## config.mk

```make
export PLATFORM = sky130hd
export DESIGN_NAME = rv32i_control_fsm_flat
export DESIGN_NICKNAME = d
export VERILOG_FILES = /design/src/rtl/rv32i_control_fsm_if.sv /design/src/rtl/rv32i_control_fsm.sv /design/src/flat_wrapper.sv
export SDC_FILE = /design/constraint.sdc
export NUM_CORES = 1
export LEC_CHECK = 0
export CORE_ASPECT_RATIO = 1.4
export CORE_MARGIN = 1
export CORE_UTILIZATION = 40
export CTS_BUF_LIST = sky130_fd_sc_hd__clkbuf_4 sky130_fd_sc_hd__clkbuf_8
export DETAILED_ROUTE_END_ITERATION = 16
export PLACE_DENSITY = 0.77
export SLEW_MARGIN = 40
export SYNTH_ARGS = -nofsm -noshare
export SYNTH_HDL_FRONTEND = slang
export SYNTH_SLANG_ARGS = --single-unit
```

## constraint.sdc

```tcl
create_clock -name clk -period 2.7 [get_ports clk]
set_input_delay 0.54 -clock clk [delete_from_list [all_inputs] [get_ports clk]]
set_output_delay 0.54 -clock clk [all_outputs]
set_load 0.01 [all_outputs]
```

## src/rtl/rv32i_control_fsm_if.sv

```systemverilog
// Control-sequencer bundle: shared memory port handshake plus datapath enables and selects.
// Latency: wires only, no storage.
// Backpressure: mem_ready from the memory side holds mem_req and stalls the sequencer.
interface rv32i_control_fsm_if;
    logic        start;
    logic [6:0]  opcode;
    logic        branch_taken;
    logic        mem_ready;
    logic        mem_req;
    logic        mem_we;
    logic        mem_addr_sel;
    logic        ir_we;
    logic        pc_we;
    logic [1:0]  pc_src;
    logic        alu_src_a;
    logic        alu_src_b;
    logic        rf_we;
    logic [1:0]  wb_sel;
    logic        halted;
    logic        illegal;
    logic [31:0] instret;

    // Sequencer side: consumes IR class and memory handshake, drives every control line.
    modport master (
        input  start, opcode, branch_taken, mem_ready,
        output mem_req, mem_we, mem_addr_sel, ir_we, pc_we, pc_src,
               alu_src_a, alu_src_b, rf_we, wb_sel, halted, illegal, instret
    );

    // Datapath / memory side: the mirror image.
    modport slave (
        output start, opcode, branch_taken, mem_ready,
        input  mem_req, mem_we, mem_addr_sel, ir_we, pc_we, pc_src,
               alu_src_a, alu_src_b, rf_we, wb_sel, halted, illegal, instret
    );
endinterface

```

## src/rtl/rv32i_control_fsm.sv

```systemverilog
// Multi-cycle RV32I control sequencer: IR/PC/regfile enables, mux selects, shared memory port, instret.
// Latency: 3 cycles branch/jump, 4 ALU/LUI/FENCE/store, 5 load, plus one per memory wait cycle.
// Backpressure: FETCH and MEM hold mem_req until mem_ready; mem_ready in any other state is ignored.
module rv32i_control_fsm #(
    parameter bit          RESET_STATE_FETCH = 1'b1,
    // Value the retired-instruction counter takes on reset.
    parameter logic [31:0] INSTRET_RST_VAL   = 32'd0
) (
    input  logic                 clk,
    input  logic                 rst,
    rv32i_control_fsm_if.master  bus
);

    typedef enum logic [2:0] {
        S_IDLE,
        S_FETCH,
        S_DECODE,
        S_EXEC,
        S_MEM,
        S_WB,
        S_TRAP
    } state_t;

    typedef enum logic [3:0] {
        C_LOAD,
        C_FENCE,
        C_OPIMM,
        C_AUIPC,
        C_STORE,
        C_OP,
        C_LUI,
        C_BRANCH,
        C_JALR,
        C_JAL,
        C_SYSTEM,
        C_ILLEGAL
    } cls_t;

    localparam state_t RST_STATE = RESET_STATE_FETCH ? S_FETCH : S_IDLE;

    state_t      state_q;
    state_t      state_d;
    logic [31:0] instret_q;
    logic [31:0] instret_d;
    logic        illegal_q;
    logic        illegal_d;
    cls_t        cls;
    logic        retire;

    logic        mem_req_c;
    logic        mem_we_c;
    logic        mem_addr_sel_c;
    logic        ir_we_c;
    logic        pc_we_c;
    logic [1:0]  pc_src_c;
    logic        alu_src_a_c;
    logic        alu_src_b_c;
    logic        rf_we_c;
    logic [1:0]  wb_sel_c;

    // Classify the latched instruction; anything without 2'b11 low bits or an unknown major opcode is illegal.
    always_comb begin
        cls = C_ILLEGAL;
        if (bus.opcode[1:0] == 2'b11) begin
            case (bus.opcode[6:2])
                5'b00000: cls = C_LOAD;
                5'b00011: cls = C_FENCE;
                5'b00100: cls = C_OPIMM;
                5'b00101: cls = C_AUIPC;
                5'b01000: cls = C_STORE;
                5'b01100: cls = C_OP;
                5'b01101: cls = C_LUI;
                5'b11000: cls = C_BRANCH;
                5'b11001: cls = C_JALR;
                5'b11011: cls = C_JAL;
                5'b11100: cls = C_SYSTEM;
                default:  cls = C_ILLEGAL;
            endcase
        end
    end

    // Next state and per-state control outputs; everything stays at its default while rst is high,
    // which is what abandons an in-flight memory request on reset.
    always_comb begin
        state_d        = state_q;
        illegal_d      = illegal_q;
        retire         = 1'b0;
        mem_req_c      = 1'b0;
        mem_we_c       = 1'b0;
        mem_addr_sel_c = 1'b0;
        ir_we_c        = 1'b0;
        pc_we_c        = 1'b0;
        pc_src_c       = 2'd0;
        alu_src_a_c    = 1'b0;
        alu_src_b_c    = 1'b0;
        rf_we_c        = 1'b0;
        wb_sel_c       = 2'd0;

        if (!rst) begin
            case (state_q)
                S_IDLE: begin
                    if (bus.start) begin
                        state_d = S_FETCH;
                    end
                end

                S_FETCH: begin
                    mem_req_c = 1'b1;
                    ir_we_c   = bus.mem_ready;
                    if (bus.mem_ready) begin
                        state_d = S_DECODE;
                    end
                end

                // Regfile read and immediate generation settle here; no enables.
                S_DECODE: begin
                    if (cls == C_ILLEGAL) begin
                        state_d   = S_TRAP;
                        illegal_d = 1'b1;
                    end else if (cls == C_SYSTEM) begin
                        state_d = S_TRAP;
                    end else begin
                        state_d = S_EXEC;
                    end
                end

                S_EXEC: begin
                    case (cls)
                        C_OP: begin
                            state_d = S_WB;
                        end
                        C_OPIMM: begin
                            alu_src_b_c = 1'b1;
                            state_d     = S_WB;
                        end
                        C_AUIPC: begin
                            alu_src_a_c = 1'b1;
                            alu_src_b_c = 1'b1;
                            state_d     = S_WB;
                        end
                        C_LUI, C_FENCE: begin
                            state_d = S_WB;
                        end
                        C_LOAD, C_STORE: begin
                            alu_src_b_c = 1'b1;
                            state_d     = S_MEM;
                        end
                        C_BRANCH: begin
                            pc_we_c  = 1'b1;
                            pc_src_c = bus.branch_taken ? 2'd1 : 2'd0;
                            retire   = 1'b1;
                            state_d  = S_FETCH;
                        end
                        // Link write uses the pre-update PC, so rd and PC commit in the same cycle.
                        C_JAL, C_JALR: begin
                            pc_we_c  = 1'b1;
                            pc_src_c = (cls == C_JALR) ? 2'd2 : 2'd1;
                            rf_we_c  = 1'b1;
                            wb_sel_c = 2'd2;
                            retire   = 1'b1;
                            state_d  = S_FETCH;
                        end
                        default: begin
                            state_d = S_FETCH;
                        end
                    endcase
                end

                // ALU operand select is held so the load/store address stays stable across waits.
                S_MEM: begin
                    mem_req_c      = 1'b1;
                    mem_addr_sel_c = 1'b1;
                    alu_src_b_c    = 1'b1;
                    mem_we_c       = (cls == C_STORE);
                    if (bus.mem_ready) begin
                        if (cls == C_STORE) begin
                            pc_we_c  = 1'b1;
                            pc_src_c = 2'd0;
                            retire   = 1'b1;
                            state_d  = S_FETCH;
                        end else begin
                            state_d = S_WB;
                        end
                    end
                end

                S_WB: begin
                    pc_we_c  = 1'b1;
                    pc_src_c = 2'd0;
                    rf_we_c  = (cls != C_FENCE);
                    if (cls == C_LOAD) begin
                        wb_sel_c = 2'd1;
                    end else if (cls == C_LUI) begin
                        wb_sel_c = 2'd3;
                    end else begin
                        wb_sel_c = 2'd0;
                    end
                    retire  = 1'b1;
                    state_d = S_FETCH;
                end

                S_TRAP: begin
                    state_d = S_TRAP;
                end

                default: begin
                    state_d = RST_STATE;
                end
            endcase
        end
    end

    // Retired-instruction counter wraps naturally at 32 bits.
    assign instret_d = retire ? (instret_q + 32'd1) : instret_q;

    // State, sticky illegal flag and instret registers with synchronous reset.
    always_ff @(posedge clk) begin
        if (rst) begin
            state_q   <= RST_STATE;
            instret_q <= INSTRET_RST_VAL;
            illegal_q <= 1'b0;
        end else begin
            state_q   <= state_d;
            instret_q <= instret_d;
            illegal_q <= illegal_d;
        end
    end

    assign bus.mem_req      = mem_req_c;
    assign bus.mem_we       = mem_we_c;
    assign bus.mem_addr_sel = mem_addr_sel_c;
    assign bus.ir_we        = ir_we_c;
    assign bus.pc_we        = pc_we_c;
    assign bus.pc_src       = pc_src_c;
    assign bus.alu_src_a    = alu_src_a_c;
    assign bus.alu_src_b    = alu_src_b_c;
    assign bus.rf_we        = rf_we_c;
    assign bus.wb_sel       = wb_sel_c;
    assign bus.halted       = (state_q == S_TRAP);
    assign bus.illegal      = illegal_q;
    assign bus.instret      = instret_q;

endmodule

```

## src/flat_wrapper.sv

```systemverilog
// flat-port wrapper written by rule: the top's interface ports become plain ports
module rv32i_control_fsm_flat 
#(
    parameter bit          RESET_STATE_FETCH = 1'b1,
                                                            
    parameter logic [31:0] INSTRET_RST_VAL   = 32'd0
)
  (clk, rst, bus_start, bus_opcode, bus_branch_taken, bus_mem_ready, bus_mem_req, bus_mem_we, bus_mem_addr_sel, bus_ir_we, bus_pc_we, bus_pc_src, bus_alu_src_a, bus_alu_src_b, bus_rf_we, bus_wb_sel, bus_halted, bus_illegal, bus_instret);
  rv32i_control_fsm_if bus_i ();
  input  logic clk;
  input  logic rst;
  input wire logic [$bits(bus_i.start)-1:0] bus_start;
  input wire logic [$bits(bus_i.opcode)-1:0] bus_opcode;
  input wire logic [$bits(bus_i.branch_taken)-1:0] bus_branch_taken;
  input wire logic [$bits(bus_i.mem_ready)-1:0] bus_mem_ready;
  output wire logic [$bits(bus_i.mem_req)-1:0] bus_mem_req;
  output wire logic [$bits(bus_i.mem_we)-1:0] bus_mem_we;
  output wire logic [$bits(bus_i.mem_addr_sel)-1:0] bus_mem_addr_sel;
  output wire logic [$bits(bus_i.ir_we)-1:0] bus_ir_we;
  output wire logic [$bits(bus_i.pc_we)-1:0] bus_pc_we;
  output wire logic [$bits(bus_i.pc_src)-1:0] bus_pc_src;
  output wire logic [$bits(bus_i.alu_src_a)-1:0] bus_alu_src_a;
  output wire logic [$bits(bus_i.alu_src_b)-1:0] bus_alu_src_b;
  output wire logic [$bits(bus_i.rf_we)-1:0] bus_rf_we;
  output wire logic [$bits(bus_i.wb_sel)-1:0] bus_wb_sel;
  output wire logic [$bits(bus_i.halted)-1:0] bus_halted;
  output wire logic [$bits(bus_i.illegal)-1:0] bus_illegal;
  output wire logic [$bits(bus_i.instret)-1:0] bus_instret;
  assign bus_i.start = bus_start;
  assign bus_i.opcode = bus_opcode;
  assign bus_i.branch_taken = bus_branch_taken;
  assign bus_i.mem_ready = bus_mem_ready;
  assign bus_mem_req = bus_i.mem_req;
  assign bus_mem_we = bus_i.mem_we;
  assign bus_mem_addr_sel = bus_i.mem_addr_sel;
  assign bus_ir_we = bus_i.ir_we;
  assign bus_pc_we = bus_i.pc_we;
  assign bus_pc_src = bus_i.pc_src;
  assign bus_alu_src_a = bus_i.alu_src_a;
  assign bus_alu_src_b = bus_i.alu_src_b;
  assign bus_rf_we = bus_i.rf_we;
  assign bus_wb_sel = bus_i.wb_sel;
  assign bus_halted = bus_i.halted;
  assign bus_illegal = bus_i.illegal;
  assign bus_instret = bus_i.instret;
  rv32i_control_fsm #(.RESET_STATE_FETCH(RESET_STATE_FETCH), .INSTRET_RST_VAL(INSTRET_RST_VAL)) u_core (.clk(clk), .rst(rst), .bus(bus_i));
endmodule
```

Word-level counts from Yosys, hierarchy flattened
Memory sizes are Yosys's and may differ from the RTL's.
Cells that the tools add are included.
{"block": "word_totals", "output_inout_bits": 46, "romBits": 128, "wordCells": 78, "mem_count": 1, "register_bits": 36, "input_bits": 12}
{"memory": "(name not given)", "words": 32, "word_bits": 4, "rd": 1, "rd_ports_with_merged_regs": 0, "wr": 0, "line_no": "rv32i_control_fsm.sv:65", "rtl": "case (bus.opcode[6:2])"}
{"block": "classes", "n_addsub": 1, "n_eq_ne": 22, "n_reduce_logical": 10, "mux": 41}
{"cell": "$add 32x1->32 const B", "n": 1}
{"cell": "$mux 1", "n": 20}
{"cell": "$mux 3", "n": 6}
{"cell": "$pmux 3 s6", "n": 1}
{"cell": "$eq 4x3->1 const B", "n": 4}
{"cell": "$eq 4x4->1 const B", "n": 4}
{"cell": "$mux 2", "n": 7}
{"cell": "$eq 3x3->1 const B", "n": 3}
{"cell": "$eq 4x2->1 const B", "n": 2}
{"cell": "$pmux 2 s2", "n": 2}
{"cell": "$eq 3x2->1 const B", "n": 2}
{"cell": "$ne 2x2->1 const B", "n": 3}
{"cell": "$pmux 3 s2", "n": 1}
{"cell": "$reduce_or 2->1", "n": 3}
{"cell": "$reduce_or 5->1", "n": 1}
{"cell": "$eq 4x1->1 const B", "n": 1}
{"cell": "$logic_not 4->1", "n": 1}
{"cell": "$mux 4", "n": 1}
{"cell": "$ne 4x1->1 const B", "n": 1}
{"cell": "$pmux 1 s2", "n": 2}
{"cell": "$reduce_or 4->1", "n": 1}
{"cell": "$eq 3x1->1 const B", "n": 1}
{"cell": "$logic_not 3->1", "n": 1}
{"cell": "$pmux 1 s3", "n": 1}
{"cell": "4 further kinds", "n": 4}

Logic depth before layout (Yosys ltp)
{"block": "logic_depth", "ltp_word": 7, "mapped_depth": 11, "depth_no_buf": 9}

Least setup slack after synthesis
Ideal clock, no wire load.
{"block": "synth_timing", "path_kind": "input to output", "start": "input bus_opcode[2]", "end": "output bus_pc_src[0]", "arrival_time_ns": 2.251, "t_required_ns": 2.160, "setup_slack_ns": -0.091, "path_stages": 7, "n_path_buf": 0, "cell_sequence": "inv_1 > ha_1 > or4_4 > a21oi_1 > and2_1 > a22oi_1 > nor3_1"}
{"block": "synth_via", "elab_chain_cells": 7, "word_cells_on_any_way": 10, "classes_between": "3 x eq/ne; 5 x mux; 1 x reduce/logical; 1 x memory"}
{"item": "start, declared", "line_no": "flat_wrapper.sv:13", "rtl": "input wire logic [$bits(bus_i.opcode)-1:0] bus_opcode;"}
{"item": "$mem_v2 32x4 (*)"}
{"item": "$mux 4 (*)", "line_no": "rv32i_control_fsm.sv:64", "rtl": "if (bus.opcode[1:0] == 2'b11) begin"}
{"item": "$eq 4x4->1, on equally long branches", "line_no": "rv32i_control_fsm.sv:128, rv32i_control_fsm.sv:157"}
{"item": "$mux 2 / $reduce_or 2->1 (equally long branches)", "line_no": "rv32i_control_fsm.sv:157, rv32i_control_fsm.sv:128"}
{"item": "$pmux 2 s2 (*)", "line_no": "rv32i_control_fsm.sv:128", "rtl": "case (cls)"}
{"item": "$mux 2 (*)"}
{"item": "$mux 2 (*)", "line_no": "rv32i_control_fsm.sv:99", "rtl": "if (!rst) begin"}
{"item": "end, declared", "line_no": "flat_wrapper.sv:21", "rtl": "output wire logic [$bits(bus_i.pc_src)-1:0] bus_pc_src;"}
Every way passes the cells marked *; elsewhere a longest branch is shown, timed or not.

Final worst setup path
{"block": "layout_timing", "start": "input bus_opcode[3]", "end": "output bus_pc_src[0]"}
Same word-level chain as after synthesis.

==> impl_metrics.toml <==
[status]
status = "finished, final reports clean"

[final_layout]
synthToLayoutAreaGrowth_pct = 53.4
layout.nets = 403
design_area_um2 = 3700
post-route-util = 0.635
diodes = 0
drive_gt1_frac = 0.296

[sta]
relSlewSlack = 0.699
tightest_slew_ns = 0.449
rsz0062_at_grt = "yes"
finalHoldViolCount = 0
fmax_ghz = 0.371
post-route-period-util = 0.998
drv_slew = 0
post-route-min-period_ns = 2.69
setup-tns-final_ns = 0
fin_skew_ns = 0.00761
finalSetupViolCount = 0
timing.hold.ws_ns = 0.539

[power_and_ir_drop]
intPower_mw = 0.978
power_density_nw_per_um2 = 353
power_frac_comb = 0.183
clkPwrFrac = 0.399
p_leak_nw = 1.26
total_power_mw = 1.31
switching_share = 0.251
power_switching_mw = 0.328
power_frac_seq = 0.417
irDropWorstVdd_mv = 0.177

[logic_synthesis]
synth_top_area_frac = 0.299
synth_commonest_cells = "nor2_1, dfxtp_1, xnor2_1"
ys_ff_latch = 36
seq_area_frac_synth = 0.299
synth_top_family_by_area = "simple AND/OR/NAND/NOR gates"
synth_area_leaders = "dfxtp_1, xnor2_1, nor2_1"
synth.largest_area_cell = "dfxtp_1"
yosysWarnings = 0
synthSimpleGateAreaFrac = 0.270
synthArstFlopShare = 0
yosys.area_share.xor_xnor = 0.109
synth-edff-count = 0
yosysMostFrequentCell = "nor2_1"
synth_nets = 313
yosysUniqueCellTypes = 51
synth_flop_cell = "dfxtp_1"
synth_mux_area_frac = 0.0130
syn_avg_cell_area_um2 = 8.11
synth_fa_ha_area_frac = 0.0208
synth_area_um2 = 2410
synth_compound_area_frac = 0.221
netlist_instances = 297

[critical_path]
crit_fanout = 4
critPathMaxStageDelay_ns = 0.30
start_kind = "input pin"
worstPathCellList = "buf_8, inv_6, buf_6, ha_4, o41ai_4, a22o_1, nand2_1, nor2_2, a22oi_2, nor3_2, buf_2"
worst_r2r_endpoint = "u_core.bus.instret[9]"
required_ns = 2.16
worst_ep_arrival_time_ns = 2.15
ff2ff_setup_slack_ns = 0.29
path_class = "in -> out"
worst_r2r_path_depth = 9
crit_slowest_cell = "o41ai_4"
endpoint_kind = "output pin"
r2r_start = "u_core.state_q[1]"

[detailed_routing]
drtIter0Drc = 171
wl_per_cell_um = 15.8
drc = 0
ant_nets = 0
dr.pass1.iters = 4
routed_wl_mm = 7.24
vias = 2604
avgViaCountPerCell = 5.69

[flow_run]
drv_cap = 0

[placement]
dp_hpwl_mm = 4.93
place_congestion = 0.982
io_buffers = 57
place_area_um2 = 3230

[worst_hold_path]
hold_end = "u_core.bus.illegal"
hp-class = "reg -> reg"
worstHoldStart = "u_core.bus.illegal"
min_path_cells = 2

[global_routing]
grt_usage = 0.233
grt_pass1_wl_mm = 11.4
antenna_found_initial = 0
grt-ovfl-total = 0
grt_pass1_vias = 2493
grt_max_degree = 36

[clock_tree]
clock_tree.buffer_depth = 2
path_clk_slew_ns = 0.07
ctsHoldBuffers = 0
clockRootBuffer = "clkbuf_8"
cts_sinks = 36
numCtsBuffers = 5
clock_latency_ns = 0.29
ctsHtreeMaxLevel = 2
cts_tree = "done"

[floorplanning]
io_pins = 58
die_w_um = 67.6
start_util = 0.414
core_um2 = 5820
die_area_um2 = 6340
rows = 33
die_h_um = 93.8
==> per-layer routing <==
metal | wire (um) | GRT usage | up-vias
met3 | 280 | 0.0291 | 24
li1 | - | - | 1245
met2 | 3890 | 0.436 | 100
met4 | 259 | 0.106 | 0
met5 | 0 | 0 | -
met1 | 2800 | 0.245 | 1235
==> how the worst max path moves through the flow <==
stage	endpoint	cells past startpoint	start	slack [ns]
floorplan	bus_pc_src[0]	7	bus_opcode[2]	0.02
global placement	bus_pc_src[0]	10	bus_opcode[2]	-0.89
detailed placement	bus_rf_we	12	bus_opcode[2]	-0.89
CTS	bus_pc_we	9	bus_opcode[3]	-0.03
global route	bus_pc_src[0]	11	bus_opcode[3]	-0.03
finish	bus_pc_src[0]	11	bus_opcode[3]	0.007
==> critical path: cells and delay by family <==
family / cells / cell delay (ns)
buf+inv: 4 / 0.38
fa+ha+maj: 1 / 0.17
compound gates: 3 / 0.61
simple gates: 3 / 0.46
==> cell type report <==
cell class	instances	area [um2]
Inverter	11	51.3
Tap cell	70	87.6
Clock inverter	1	30.0
Timing Repair Buffer	103	908
Sequential cell	36	721
Clock buffer	7	96.3
Multi-Input combinational cell	230	1800
Fill cell	464	2120
==> stage by stage <==
step	instances	setup WS, ns
2_1_floorplan	297	0.0245
3_3_place_gp	440	-0.885
3_5_place_dp	440	-0.892
4_1_cts	450	-0.0254
5_1_grt	458	-0.0301
6_report	458	0.00669
==> power groups by stage <==
stage | Sequential, mW | Combinational, mW | Clock [mW]
2_1_floorplan | 0.553 | 0.0988 | 0
3_3_place_gp | 0.556 | 0.180 | 0
3_5_place_dp | 0.557 | 0.181 | 0
4_1_cts | 0.544 | 0.203 | 0.528
6_report | 0.545 | 0.239 | 0.521
5_1_grt | 0.546 | 0.257 | 0.554
==> layout by cell type, fill, tap and decap left out, types with 6 or more instances in the layout <==
| cell | instances |
|---|---|
| nand2_1 | 22 |
| buf_4 | 37 |
| inv_1 | 9 |
| nor2_1 | 40 |
| clkdlybuf4s50_1 | 41 |
| buf_2 | 11 |
| clkbuf_8 | 7 |
| xnor2_1 | 29 |
| buf_6 | 8 |
| a211oi_1 | 10 |
| a2111oi_2 | 7 |
| nand3_1 | 11 |
| a21oi_1 | 12 |
| nand4_1 | 6 |
| dfxtp_1 | 36 |
| nor2b_1 | 6 |
==> sequential cells by signal (all words and copies together), names as in the netlist <==
| signal | cells |
|---|---|
| u_core.state_q | 3 |
| u_core.bus.instret | 32 |
| u_core.bus.illegal | 1 |
==> what timing repair did <==
action | CTS | global route
setup endpoints to repair | 39 | 9
pin swaps | 17 | 24
setup buffers | 2 | 8
resized for setup | 84 | 40
hold endpoints to repair | 0 | 0
cloned | 0 | 0
==> cells by family after synthesis <==
group | Yosys count
xor+xnor | 30
compound gates | 64
mux | 3
flops | 36
buf+inv | 31
fa+ha+maj | 4
simple gates | 129
No activity file was read; power rests on OpenSTA's default activity.
